**src/rtl/amem_spy_port.sv**
```systemverilog
// Spy-bus initiator for port B of the 1k x 32 A-memory: sequences 16-bit host strobes into RAM cycles.
// Optional: AMEM_SPY_AUTOINC_EN makes every high-half (sel=10) access post-increment the address.
module amem_spy_port #(
  parameter int ADDR_W = 10
) (
  input  logic              clk,
  input  logic              reset,
  input  logic              host_strobe,
  input  logic              host_we,
  input  logic [1:0]        host_sel,
  input  logic [15:0]       host_wdata,
  output logic [15:0]       host_rdata,
  output logic              host_ack,
  output logic              busy,
  output logic [ADDR_W-1:0] ram_address,
  output logic [31:0]       ram_data,
  output logic              ram_wren,
  output logic              ram_rden,
  input  logic [31:0]       ram_q
);

  typedef enum logic [2:0] {
    IDLE  = 3'd0,
    WRITE = 3'd1,
    READ  = 3'd2,
    WAIT  = 3'd3,
    ACK   = 3'd4
  } state_t;

  localparam logic [1:0] SEL_ADDR = 2'b00;
  localparam logic [1:0] SEL_LO   = 2'b01;
  localparam logic [1:0] SEL_HI   = 2'b10;

  state_t              state;
  state_t              state_nxt;
  logic [ADDR_W-1:0]   addr_reg;
  logic [15:0]         wbuf_lo;
  logic [31:0]         rbuf;
  logic                accept;

  assign accept = (state == IDLE) && host_strobe;

  always_ff @(posedge clk or posedge reset) begin
    if (reset) state <= IDLE;
    else       state <= state_nxt;
  end

  always_comb begin
    state_nxt = state;
    case (state)
      IDLE: begin
        if (host_strobe) begin
          if (host_sel == SEL_HI) state_nxt = host_we ? WRITE : READ;
          else                    state_nxt = ACK;
        end
      end
      WRITE:   state_nxt = ACK;
      READ:    state_nxt = WAIT;
      WAIT:    state_nxt = ACK;
      ACK:     state_nxt = IDLE;
      default: state_nxt = IDLE;
    endcase
  end

  // Strobes decode straight from the state register so reset drops them asynchronously.
  assign busy        = (state != IDLE);
  assign host_ack    = (state == ACK);
  assign ram_wren    = (state == WRITE);
  assign ram_rden    = (state == READ);
  assign ram_address = addr_reg;

`ifdef AMEM_SPY_AUTOINC_EN
  logic hi_access;

  always_ff @(posedge clk or posedge reset) begin
    if (reset)       hi_access <= 1'b0;
    else if (accept) hi_access <= (host_sel == SEL_HI);
  end
`endif

  always_ff @(posedge clk or posedge reset) begin
    if (reset) begin
      addr_reg   <= '0;
      wbuf_lo    <= '0;
      rbuf       <= '0;
      ram_data   <= '0;
      host_rdata <= '0;
    end else begin
      if (accept) begin
        case (host_sel)
          SEL_ADDR: begin
            if (host_we) addr_reg   <= host_wdata[ADDR_W-1:0];
            else         host_rdata <= 16'(addr_reg);
          end
          SEL_LO: begin
            if (host_we) wbuf_lo    <= host_wdata;
            else         host_rdata <= rbuf[15:0];
          end
          SEL_HI: begin
            if (host_we) ram_data <= {host_wdata, wbuf_lo};
          end
          default: host_rdata <= '0;
        endcase
      end
      // Whole word is latched so the low half can be read back later without a RAM cycle.
      if (state == WAIT) begin
        rbuf       <= ram_q;
        host_rdata <= ram_q[31:16];
      end
`ifdef AMEM_SPY_AUTOINC_EN
      if ((state == ACK) && hi_access) addr_reg <= addr_reg + ADDR_W'(1);
`endif
    end
  end

endmodule

```
**config.mk**
```make
export PLATFORM = sky130hd
export DESIGN_NAME = amem_spy_port
export DESIGN_NICKNAME = d
export VERILOG_FILES = /design/src/rtl/amem_spy_port.sv
export SDC_FILE = /design/constraint.sdc
export NUM_CORES = 1
export LEC_CHECK = 0
export CAP_MARGIN = 20
export CORE_MARGIN = 4
export CORE_UTILIZATION = 47
export DETAILED_ROUTE_END_ITERATION = 16
export GPL_TIMING_DRIVEN = 0
export PLACE_DENSITY = 0.92
export RECOVER_POWER = 25
export SETUP_SLACK_MARGIN = 0.1
export SLEW_MARGIN = 20
export SYNTH_ARGS = -nofsm -noshare
export SYNTH_HDL_FRONTEND = slang
export SYNTH_SLANG_ARGS = --single-unit
```
**constraint.sdc**
```tcl
create_clock -name clk -period 3.4 [get_ports clk]
set_input_delay 0.68 -clock clk [delete_from_list [all_inputs] [get_ports clk]]
set_output_delay 0.68 -clock clk [all_outputs]
set_load 0.01 [all_outputs]
```
## Word-level counts from Yosys, hierarchy flattened

Cells that the tools add are included.

| storage, ports and cells | value |
|---|---|
| output and inout port bits | 62 |
| input bits | 54 |
| flip-flop bits (word level) | 93 |
| word-level logic and storage cells | 35 |

| cells by class | value |
|---|---|
| equality and inequality tests | 10 |
| reductions and logical operators | 10 |
| mux-type cells | 9 |

Operator list:

| kind | count |
|---|---|
| 2-to-1 mux 16 bit | 4 |
| case mux 16 bit (3 select lines) | 1 |
| case mux 3 bit (3 select lines) | 1 |
| AND reduction 3 bit | 3 |
| == test 3 x 2 -> 1 bit (second input constant) | 2 |
| 2-to-1 mux 3 bit | 2 |
| != test 3 bit (second input constant) | 2 |
| AND reduction 4 bit | 1 |
| == test 3 x 1 -> 1 bit (second input constant) | 1 |
| == test 3 bit (second input constant) | 1 |
| logical NOT 3 bit | 1 |
| nonzero test 3 bit | 1 |
| == test 2 x 1 -> 1 bit (second input constant) | 1 |
| == test 2 bit (second input constant) | 1 |
| logical NOT 2 bit | 1 |
| 2-to-1 mux 2 bit | 1 |
| != test 2 x 1 -> 1 bit (second input constant) | 1 |
| != test 2 bit (second input constant) | 1 |
| nonzero test 2 bit | 1 |
| OR reduction 2 bit | 1 |
| logical AND 1 bit | 1 |

## Logic depth before layout (Yosys ltp)

| depth | value |
|---|---|
| depth in word-level cells | 4 |
| mapped depth | 5 |
| gate-level depth less buffers | 4 |

## Worst setup path before layout

No wires, ideal clock.

| timing | value |
|---|---|
| kind | input to register |
| start point | input port host_strobe |
| end point | register ram_data[20] |
| setup time | 0.125 ns |
| arrival | 1.854 ns |
| path slack | 1.421 ns |
| cell stages on the path | 5 |
| path buffers | 2 |
| required time | 3.275 ns |
| cells stage by stage | clkbuf_1 nand2_1 nor3_2 buf_2 mux2_2 |

| on the way | value |
|---|---|
| cells in the longest elaborated chain, start to end | 2 |

RTL lines:

| element | line | RTL |
|---|---|---|
| from (decl) | 8 | `input logic host_strobe,` |
| logical AND 1 bit | 41 | `assign accept = (state == IDLE) && host_strobe;` |
| AND reduction 3 bit (no source line) | n/a |  |
| to (signal assigned) | 100 | `if (host_we) ram_data <= {host_wdata, wbuf_lo};` |
| to (decl) | 16 | `output logic [31:0] ram_data,` |

No other way between the ends.
A chain may end at the register's enable or synchronous reset.

==> metrics.md <==
| Metric | Value |
|---|---|
| Outcome | complete, but fails checks |
| Failing checks | capacitance limit, slew limit |
| DR WL met2 | ~4400 um |
| Largest net degree at the start of global routing | between 50 and 60 |
| CP peak stage delay | 1.37 ns |
| HPWL after DPL | ~6600 um |
| Worst setup skew after layout | about 0.011 ns |
| Syn_nets | roughly 300 |
| MaxCap Viol Count | 1 |
| Layout cells sized above 1 | between 20% and 30% |
| Wl on met1 | roughly 3500 um |
| Die Ht | between 90 and 100 um |
| HP Class | reg -> reg |
| CTS Buf Count | 9 |
| Maximum VDD drop | between 400 and 500 uV |
| Die Wd | 97.6 um |
| Gpl congestion | about 0.79 |
| Power Density | a little under 800 nW/um^2 |
| Synthesis warning total | 0 |
| Worst Path Buf+Inv | 2 |
| Total core area | 7770 um^2 |
| CTS tree | done |
| Post-synthesis register bit count | slightly above 90 |
| Cells along the critical path | dlygate4sd3_1 > inv_1 |
| Vias in the first global route | around 2800 |
| Global-route wire length before repair | 14500 um |
| RSZ-0062 raised after global routing | false |
| Slew Limit Fails | 52 |
| Worst slew margin | -28.6% |
| Worst-Margin Slew | approximately 1.9 ns |
| Avg WL per Cell | 18.2 um |
| Final instance area | roughly 5300 um^2 |
| Sink Count | between 90 and 100 |
| Gr ovfl total | 0 |
| Post-CTS Setup Bufs | 0 |
| Mapped Cells | 247 |
| WL met3 | 738 um |
| Crit path required time | 3.48 ns |
| Crit path max-delay cell type | inv_1 |
| Setup crit end kind | asynchronous set/reset pin |
| Post-DP Area | approximately 5100 um^2 |
| Vias | 2529 |
| Vias/cell | about 5.3 |
| Port buffer count | 114 |
| Final worst-path setup slack | 0.887 ns |
| Root Buffer | clkbuf_8 |
| Remaining DRCs | 0 |
| Htree depth | 3 |
| Delay-heaviest family, CP | buffers and inverters |
| Post-route ant nets | 0 |
| Mapped Avg Cell Area | between 15 and 20 um^2 |
| CP max FO | 52 |
| CTS resizes | 0 |
| Max Clk Rate | approximately 400 MHz |
| Post-layout nets | roughly 430 |
| Starting Density | 48.6% |
| Ant diodes | 0 |
| Final worst path period share | approximately 74% |
| Fillers | ~570 |
| Netlist cell types | 25 |
| Boundary pin count | between 100 and 150 |
| 1st-iter DRT viols | 67 |
| Initial antenna violation count | 0 |
| Max Root-Sink Buffers | 2 |
| Synth Cell Area | 3770 um^2 |
| Sequential-to-total area share from yosys stat | 61.7% |
| Most frequent cells in the layout | clkdlybuf4s50_1 (113), dfrtp_1 (93), mux2_2 (83), and2_1 (16), a221o_1 (16) |
| Leak Pwr | about 2.3 nW |
| Final Setup Violations | 0 |
| Tmin final | roughly 2.5 ns |
| Clock latency on the worst-skew pair | approximately 0.35 ns |
| DRT Wirelength | 8720 um |
| All-Layer GR Usage | roughly a fifth |
| Final Hold Viols | 0 |
| Clock Pin Slew Worst Setup and Hold Paths | 0.09 ns |
| Crit path DAT | approximately 2.6 ns |
| Most common cell after layout, fill and taps aside | clkdlybuf4s50_1 |
| Area Overhead vs Synth | 39.3% |
| Row count | 32 |
| Setup CP Type | in -> async |
| Worst slack at placement | around 0.62 ns |
| Startpoint Class | input port |
| Initial DRT Pass Iterations | 4 |
| Top sig layer | met4 |
| # hold bufs at CTS | 0 |
| DIE AREA | approximately 9500 um^2 |
-- synthesized netlist by cell type --
cell type,count,area (um^2)
a221o_1,16,160
a31oi_1,1,6.26
a41oi_1,1,8.76
and2_1,16,100
and3_1,1,6.26
and3b_1,1,8.76
and4_1,1,8.76
buf_1,1,3.75
buf_2,6,30.0
clkbuf_1,6,22.5
dfrtp_1,93,2330
inv_1,3,11.3
inv_2,1,3.75
mux2_1,1,11.3
mux2_2,83,935
nand2_1,1,3.75
nand2b_1,2,12.5
nand4_2,1,12.5
nor2_1,1,3.75
nor3_1,3,15.0
nor3_2,2,20.0
nor3b_1,2,15.0
nor4_1,1,6.26
nor4_4,1,21.3
o22a_1,2,17.5
-- cell type report --
| class | count | area, um^2 | share of cell area (%) |
|---|---|---|---|
| well taps | 102 | 128 | 2.43 |
| flip-flops and latches | 93 | 2330 | 44.3 |
| multi-input cells | 137 | 1370 | 26.1 |
| clock inverters | 3 | 46.3 | 0.882 |
| clock buffers | 12 | 145 | 2.76 |
| plain buffers | 13 | 56.3 | 1.07 |
| repair buffers | 115 | 1160 | 22.1 |
| inverters | 4 | 15.0 | 0.286 |
-- per-stage QoR --
stage	power [mW]	setup TNS, ns	hold WS, ns	std cells	util [%]
6_report	4.14	0	0.505	479	67.6
5_1_grt	4.39	0	0.524	479	67.6
4_1_cts	4.19	0	0.501	479	67.6
3_5_place_dp	3.47	0	0.489	464	65.2
3_3_place_gp	3.39	-96.08	0.470	463	64.9
2_1_floorplan	2.53	0	0.474	247	-
-- power by group --
group | internal (mW) | switching, mW
clock network | 0.358 | 0.357
logic | 1.01 | 0.551
registers | 1.57 | 0.289
-- flip-flops by register name, indices dropped and copies added, names as in the netlist --
register	count
rbuf	16
ram_data	32
host_rdata	16
state	3
ram_address	10
wbuf_lo	16
-- metal layers --
| layer | track usage, % | up-vias |
|---|---|---|
| li1 | - | 1153 |
| met1 | 22.6 | 1276 |
| met2 | 32.7 | 89 |
| met3 | 7.54 | 11 |
| met4 | 5.01 | 0 |
| met5 | 0 | - |
-- final timing paths --
path,start,to,slack [ns],depth (start not counted)
max in group clk,state[1],ram_rden,0.89,3
min reg2reg,rbuf[12],host_rdata[12],0.51,1
max reg2reg,state[1],ram_address[5],1.31,4
min,rbuf[12],host_rdata[12],0.51,1
max,reset,ram_data[2],0.89,2
min in group asynchronous,reset,host_rdata[13],1.41,2
-- kinds of logic (layout without fill, tap and decap cells) --
family                 after synthesis  in the layout  synth area share, %
AO/OA/AOI/OAI                       20             20                 5.11
buffers and inverters               17            147                 1.89
flip-flops                          93             93                 61.7
multiplexers                        84             84                 25.1
AND/OR/NAND/NOR                     33             33                 6.20
Note: power is estimated with default switching activity, not from simulation.
